`config.mk`:
```
export PLATFORM = sky130hd
export DESIGN_NAME = sprite_attr_ram
export DESIGN_NICKNAME = d
export VERILOG_FILES = /design/src/rtl/sprite_attr_ram.sv
export SDC_FILE = /design/constraint.sdc
export NUM_CORES = 2
export LEC_CHECK = 0
export CAP_MARGIN = 25
export CORE_ASPECT_RATIO = 1.5
export CORE_MARGIN = 4
export CORE_UTILIZATION = 40
export CTS_BUF_LIST = sky130_fd_sc_hd__clkbuf_16
export DETAILED_ROUTE_END_ITERATION = 12
export HOLD_SLACK_MARGIN = 0.03
export PLACE_DENSITY = 0.58
export SYNTH_ARGS = -nofsm -noshare
export SYNTH_HDL_FRONTEND = slang
export SYNTH_SLANG_ARGS = --single-unit
```
`constraint.sdc`:
```
create_clock -name clk -period 15.3 [get_ports clk]
set_input_delay 3.825 -clock clk [delete_from_list [all_inputs] [get_ports clk]]
set_output_delay 3.825 -clock clk [all_outputs]
set_load 0.03 [all_outputs]
```
`src/rtl/sprite_attr_ram.sv`:
```
// sprite_attr_ram
// Sprite attribute (OAM) store.
// - The bus side writes BUS_W-bit lanes.
// - A staging register assembles the lanes into a full ENTRY_W entry.
// - The entry is committed to RAM in one write once every lane is present.
// - The sprite evaluator reads whole entries through a registered read port,
//   so rd_data appears one cycle after rd_en.
// - With CLEAR_ON_RESET=1, every entry is zeroed after reset.
//
// Ports
//   clk        : system clock, rising edge
//   reset      : synchronous, active-high
//   wr_en      : write strobe, one lane per cycle
//   wr_addr    : {entry index, lane}; lane 0 is the most significant lane
//   wr_data    : lane data
//   wr_ready   : writes accepted (not clearing)
//   wr_commit  : one-cycle pulse, a full entry was written to RAM
//   wr_drop    : one-cycle pulse, a partial entry was discarded
//   rd_en      : read request
//   rd_addr    : entry index to read
//   rd_data    : registered entry data, held while rd_en is low
//   rd_valid   : rd_data updated by an accepted read
//   busy       : clear sequence in progress
module sprite_attr_ram #(
    parameter int ENTRY_W        = 32,
    parameter int BUS_W          = 16,
    parameter int DEPTH          = 64,
    parameter int CLEAR_ON_RESET = 1,
    localparam int LANES  = ENTRY_W / BUS_W,
    localparam int LANE_W = (LANES > 1) ? $clog2(LANES) : 1,
    localparam int IDX_W  = $clog2(DEPTH)
) (
    input  logic                    clk,
    input  logic                    reset,
    input  logic                    wr_en,
    input  logic [IDX_W+LANE_W-1:0] wr_addr,
    input  logic [BUS_W-1:0]        wr_data,
    output logic                    wr_ready,
    output logic                    wr_commit,
    output logic                    wr_drop,
    input  logic                    rd_en,
    input  logic [IDX_W-1:0]        rd_addr,
    output logic [ENTRY_W-1:0]      rd_data,
    output logic                    rd_valid,
    output logic                    busy
);

    typedef enum logic {S_CLEAR, S_RUN} state_t;

    state_t               state;
    state_t               state_next;
    logic [IDX_W-1:0]     clr_cnt;

    logic [ENTRY_W-1:0]   stage_data;
    logic [IDX_W-1:0]     stage_tag;
    logic [LANES-1:0]     stage_mask;

    logic [IDX_W-1:0]     wr_idx;
    logic [LANE_W-1:0]    wr_lane;
    logic [31:0]          lane_ext;
    logic                 lane_ok;
    logic                 wr_take;
    logic [LANES-1:0]     lane_sel;
    logic                 mismatch;
    logic [LANES-1:0]     mask_next;
    logic [ENTRY_W-1:0]   merged;
    logic                 do_commit;
    logic                 do_drop;

    logic                 ram_we;
    logic [IDX_W-1:0]     ram_waddr;
    logic [ENTRY_W-1:0]   ram_wdata;
    logic                 rd_fire;

    logic [ENTRY_W-1:0]   ram [DEPTH];

    assign wr_idx   = wr_addr[IDX_W+LANE_W-1:LANE_W];
    assign wr_lane  = wr_addr[LANE_W-1:0];
    assign lane_ext = 32'(wr_lane);
    // A lane code beyond LANES-1 (only possible when LANES is not a power of two) is ignored.
    assign lane_ok  = (lane_ext < 32'(LANES));

    // ---- control FSM: state register ----
    always_ff @(posedge clk) begin
        if (reset) begin
            state <= (CLEAR_ON_RESET != 0) ? S_CLEAR : S_RUN;
        end else begin
            state <= state_next;
        end
    end

    // ---- control FSM: next state ----
    always_comb begin
        state_next = state;
        if (state == S_CLEAR && clr_cnt == IDX_W'(DEPTH - 1)) begin
            state_next = S_RUN;
        end
    end

    // ---- control FSM: outputs ----
    always_comb begin
        busy     = (state == S_CLEAR);
        wr_ready = (state == S_RUN);
    end

    always_ff @(posedge clk) begin
        if (reset) begin
            clr_cnt <= '0;
        end else if (state == S_CLEAR) begin
            clr_cnt <= clr_cnt + 1'b1;
        end
    end

    // ---- write assembly: merge incoming lane with staging ----
    always_comb begin
        wr_take  = (state == S_RUN) && wr_en && lane_ok;
        lane_sel = '0;
        merged   = stage_data;
        for (int k = 0; k < LANES; k++) begin
            lane_sel[k] = (lane_ext == 32'(k));
            if (lane_sel[k]) begin
                merged[ENTRY_W-1-k*BUS_W -: BUS_W] = wr_data;
            end
        end
        // A write to a different entry abandons the partial one and restarts from this lane.
        mismatch  = (stage_mask != '0) && (wr_idx != stage_tag);
        mask_next = mismatch ? lane_sel : (stage_mask | lane_sel);
        do_commit = wr_take && (mask_next == '1);
        do_drop   = wr_take && mismatch;
    end

    // The RAM has one write port, shared by the clear sequence and entry commits.
    // Every commit targets the incoming index, so wr_idx is also the write address.
    always_comb begin
        if (state == S_CLEAR) begin
            ram_we    = !reset;
            ram_waddr = clr_cnt;
            ram_wdata = '0;
        end else begin
            ram_we    = do_commit && !reset;
            ram_waddr = wr_idx;
            ram_wdata = merged;
        end
    end

    always_ff @(posedge clk) begin
        if (reset) begin
            stage_mask <= '0;
        end else if (wr_take) begin
            stage_mask <= do_commit ? '0 : mask_next;
        end
    end

    always_ff @(posedge clk) begin
        if (wr_take) begin
            stage_data <= merged;
            stage_tag  <= wr_idx;
        end
    end

    always_ff @(posedge clk) begin
        if (reset) begin
            wr_commit <= 1'b0;
            wr_drop   <= 1'b0;
        end else begin
            wr_commit <= do_commit;
            wr_drop   <= do_drop;
        end
    end

    // ---- RAM write / registered read (read-first on address collision) ----
    always_ff @(posedge clk) begin
        if (ram_we) begin
            ram[ram_waddr] <= ram_wdata;
        end
    end

    assign rd_fire = rd_en && (state == S_RUN);

    always_ff @(posedge clk) begin
        if (reset) begin
            rd_valid <= 1'b0;
            rd_data  <= '0;
        end else begin
            rd_valid <= rd_fire;
            if (rd_fire) begin
                rd_data <= ram[rd_addr];
            end
        end
    end

endmodule

```
==> impl_metrics.tcl <==
set metrics [dict create \
    maxSlewHeadroom_pct 21.11 \
    placed_area_sq_mm 0.08710 \
    avgSynthCellArea_sq_um 21.51 \
    cts_root_buffer "clkbuf_16" \
    criticalPathCategory "input port to flip-flop" \
    p_clk_share_pct 40.8 \
    die-area_sq_mm 0.2136 \
    ys.flop_type "edfxtp_1" \
    fin_crit_sh_pct 46.31 \
    wl_per_cell_microns 32.28 \
    hold_viol 0 \
    pwr_density_cell_mw_per_mm2 122.5 \
    synthArstFlopShare_pct 0 \
    drc 0 \
    cts-buffers-inserted 202 \
    maxCapViolations 0 \
    grt_pass1_wl_microns 311800 \
    ys_types 59 \
    critPathRequiredTime_ps 16000 \
    via_per_inst 5.848 \
    ant_nets 0 \
    power.switching_mw 2.375 \
    hold_class "flip-flop to flip-flop" \
    die_h_microns 564 \
    setup_viol 0 \
    synth_seq_cells 2130 \
    clock_skew_ps 46.47 \
    synth_enable_flop_cells 2086 \
    vias 40110 \
    cts_buffer_depth 4 \
    clock_latency_ps 840 \
    dpl.hpwl_microns 124500 \
    min_period_ps 7085 \
    slew_viol_final 0 \
    p_leak_nw 30.69 \
    synth_seq_area_share_pct 77.05 \
    p_total_mw 11.43 \
    final_nets 4065 \
    final_cell_mix "2086 x edfxtp_1, 451 x mux4_2, 204 x clkbuf_16" \
    cts_max_level 4 \
    wirelength_microns 221400 \
    cts_resized 0 \
    syn_area_sq_mm 0.08244 \
    synth_cells 3833 \
    cp.arrival_ps 7780 \
    fp-row-count 203 \
    peakVddDrop_mv 0.07659 \
    rsz0062_at_grt "no" \
    start_kind "input port" \
    core_area_sq_mm 0.2045 \
    drive_above_1_share_pct 26.24 \
    grt_overflow_total 0 \
    num_io_pins 70 \
    place.gp.congestion 0.7615 \
    tns_ps 0 \
    port_buffers 69 \
    switching_share_pct 20.77 \
    p_int_mw 9.059 \
    mostFrequentLayoutCell "edfxtp_1" \
    power.sequential.fraction_pct 55.4 \
    initial_core_util_pct 40.32 \
    timing.fmax_mhz 141.1 \
    outcome "complete, no violations" \
    post_cts_buffers 0 \
    cp_max_fo 66 \
    die_x_microns 378.7 \
    cts_tree "done" \
    timing.hold.ws_ps 457.0 \
    clock-sinks 2130 \
    drtPass1Iterations 5 \
    synth_nets 3867 \
    grt_start_max_net_pins 122 \
    comb_power_share_pct 3.9 \
    first_iter_violations 4333 \
    worstMarginPinSlew_ps 1183 \
    clk_pin_slew_ps 60 \
    cts_hold_buf 0 \
    antenna_found_initial 8 \
    critPathCaptureType "flip-flop" \
    grt_pass1_vias 41210 \
    final_cell_area_sq_mm 0.09335 \
    yosysWarnings 0 \
    area_growth_pct 13.23 \
    grtUsageTotal_pct 20.60 \
]
worst max-delay path, cell delays in order:
cell	delay, ps
buf_8	560
buf_4	700
buf_4	860
mux4_2	600
mux4_2	500
a22oi_1	500
o211ai_1	160
cell usage after synthesis, types with 30 or more instances:
| library cell | n | area [sq um] |
|---|---|---|
| edfxtp_1 | 2086 | 62640 |
| mux4_2 | 451 | 10160 |
| mux2i_1 | 193 | 1932 |
| nand2_1 | 112 | 420.4 |
| clkbuf_1 | 104 | 390.4 |
| mux2_2 | 96 | 1081 |
| nor2_1 | 83 | 311.6 |
| a21oi_1 | 55 | 275.3 |
| buf_2 | 53 | 265.3 |
| a22oi_1 | 45 | 337.8 |
| dfxtp_1 | 44 | 880.8 |
| buf_4 | 40 | 300.3 |
| and2_1 | 38 | 237.7 |
| nor2b_1 | 32 | 200.2 |
| o211ai_1 | 30 | 225.2 |
stage by stage:
step           util, %  worst slack, ps  instances
6_report         45.65             8215       6859
5_1_grt          45.65             7963       6855
4_1_cts          45.55             8119       6843
3_5_place_dp     42.60             7195       6481
3_3_place_gp     42.49             7191       6470
2_1_floorplan        -             5849       3833
kinds of logic after synthesis:
group / Yosys count / share of synthesized area, %
DFF: 2130 / 77.05
muxes: 740 / 15.98
and+or+nand+nor: 365 / 2.196
AOI/OAI and AO/OA: 351 / 3.137
buffers and inverters: 237 / 1.525
xor gates and xnor gates: 9 / 0.09563
adders and majority gates: 1 / 0.01518
flip-flops by register name, indices dropped and copies added (netlist names):
signal      count
ram          2048
rd_data        32
stage_data     32
clr_cnt         6
stage_tag       6
stage_mask      2
rd_valid        1
wr_commit       1
wr_drop         1
wr_ready        1
layout make-up:
cell class	instances	area (sq um)
clock buffers	204	5105
well taps	2665	3334
repair buffers	221	2206
clock inverters	158	923.4
multi-input cells	1466	18200
inverters	10	38.79
fillers	16900	111100
flip-flops and latches	2130	63520
diodes	5	12.51
worst paths after layout:
| path | slack, ps | end | start | cells past startpoint |
|---|---|---|---|---|
| setup / recovery | 8210 | rd_data[6] | rd_addr[2] | 7 |
| hold / removal | 460 | stage_mask[1] | stage_mask[1] | 2 |
| setup reg to reg | 11530 | ram[53][26] | wr_ready | 8 |
| hold reg to reg | 460 | stage_mask[1] | stage_mask[1] | 2 |
routing by layer:
layer  GRT usage, %  part of all wire [%]  wire length [microns]
met4          6.770                   3.5                   7825
met2          35.89                    52                 114800
met5              0                0.0059                     13
met1          26.50                    38                  84810
met3          3.165                   6.3                  14030
power groups by stage:
stage | Clock, mW | Sequential [mW] | Combinational, mW
after global routing | 5.00 | 6.33 | 0.469
after global placement | 0 | 6.45 | 0.449
after detailed placement | 0 | 6.46 | 0.450
final | 4.66 | 6.33 | 0.444
after CTS | 4.76 | 6.33 | 0.451
after floorplan | 0 | 6.45 | 0.309
Note: power is estimated with default switching activity, not from simulation.
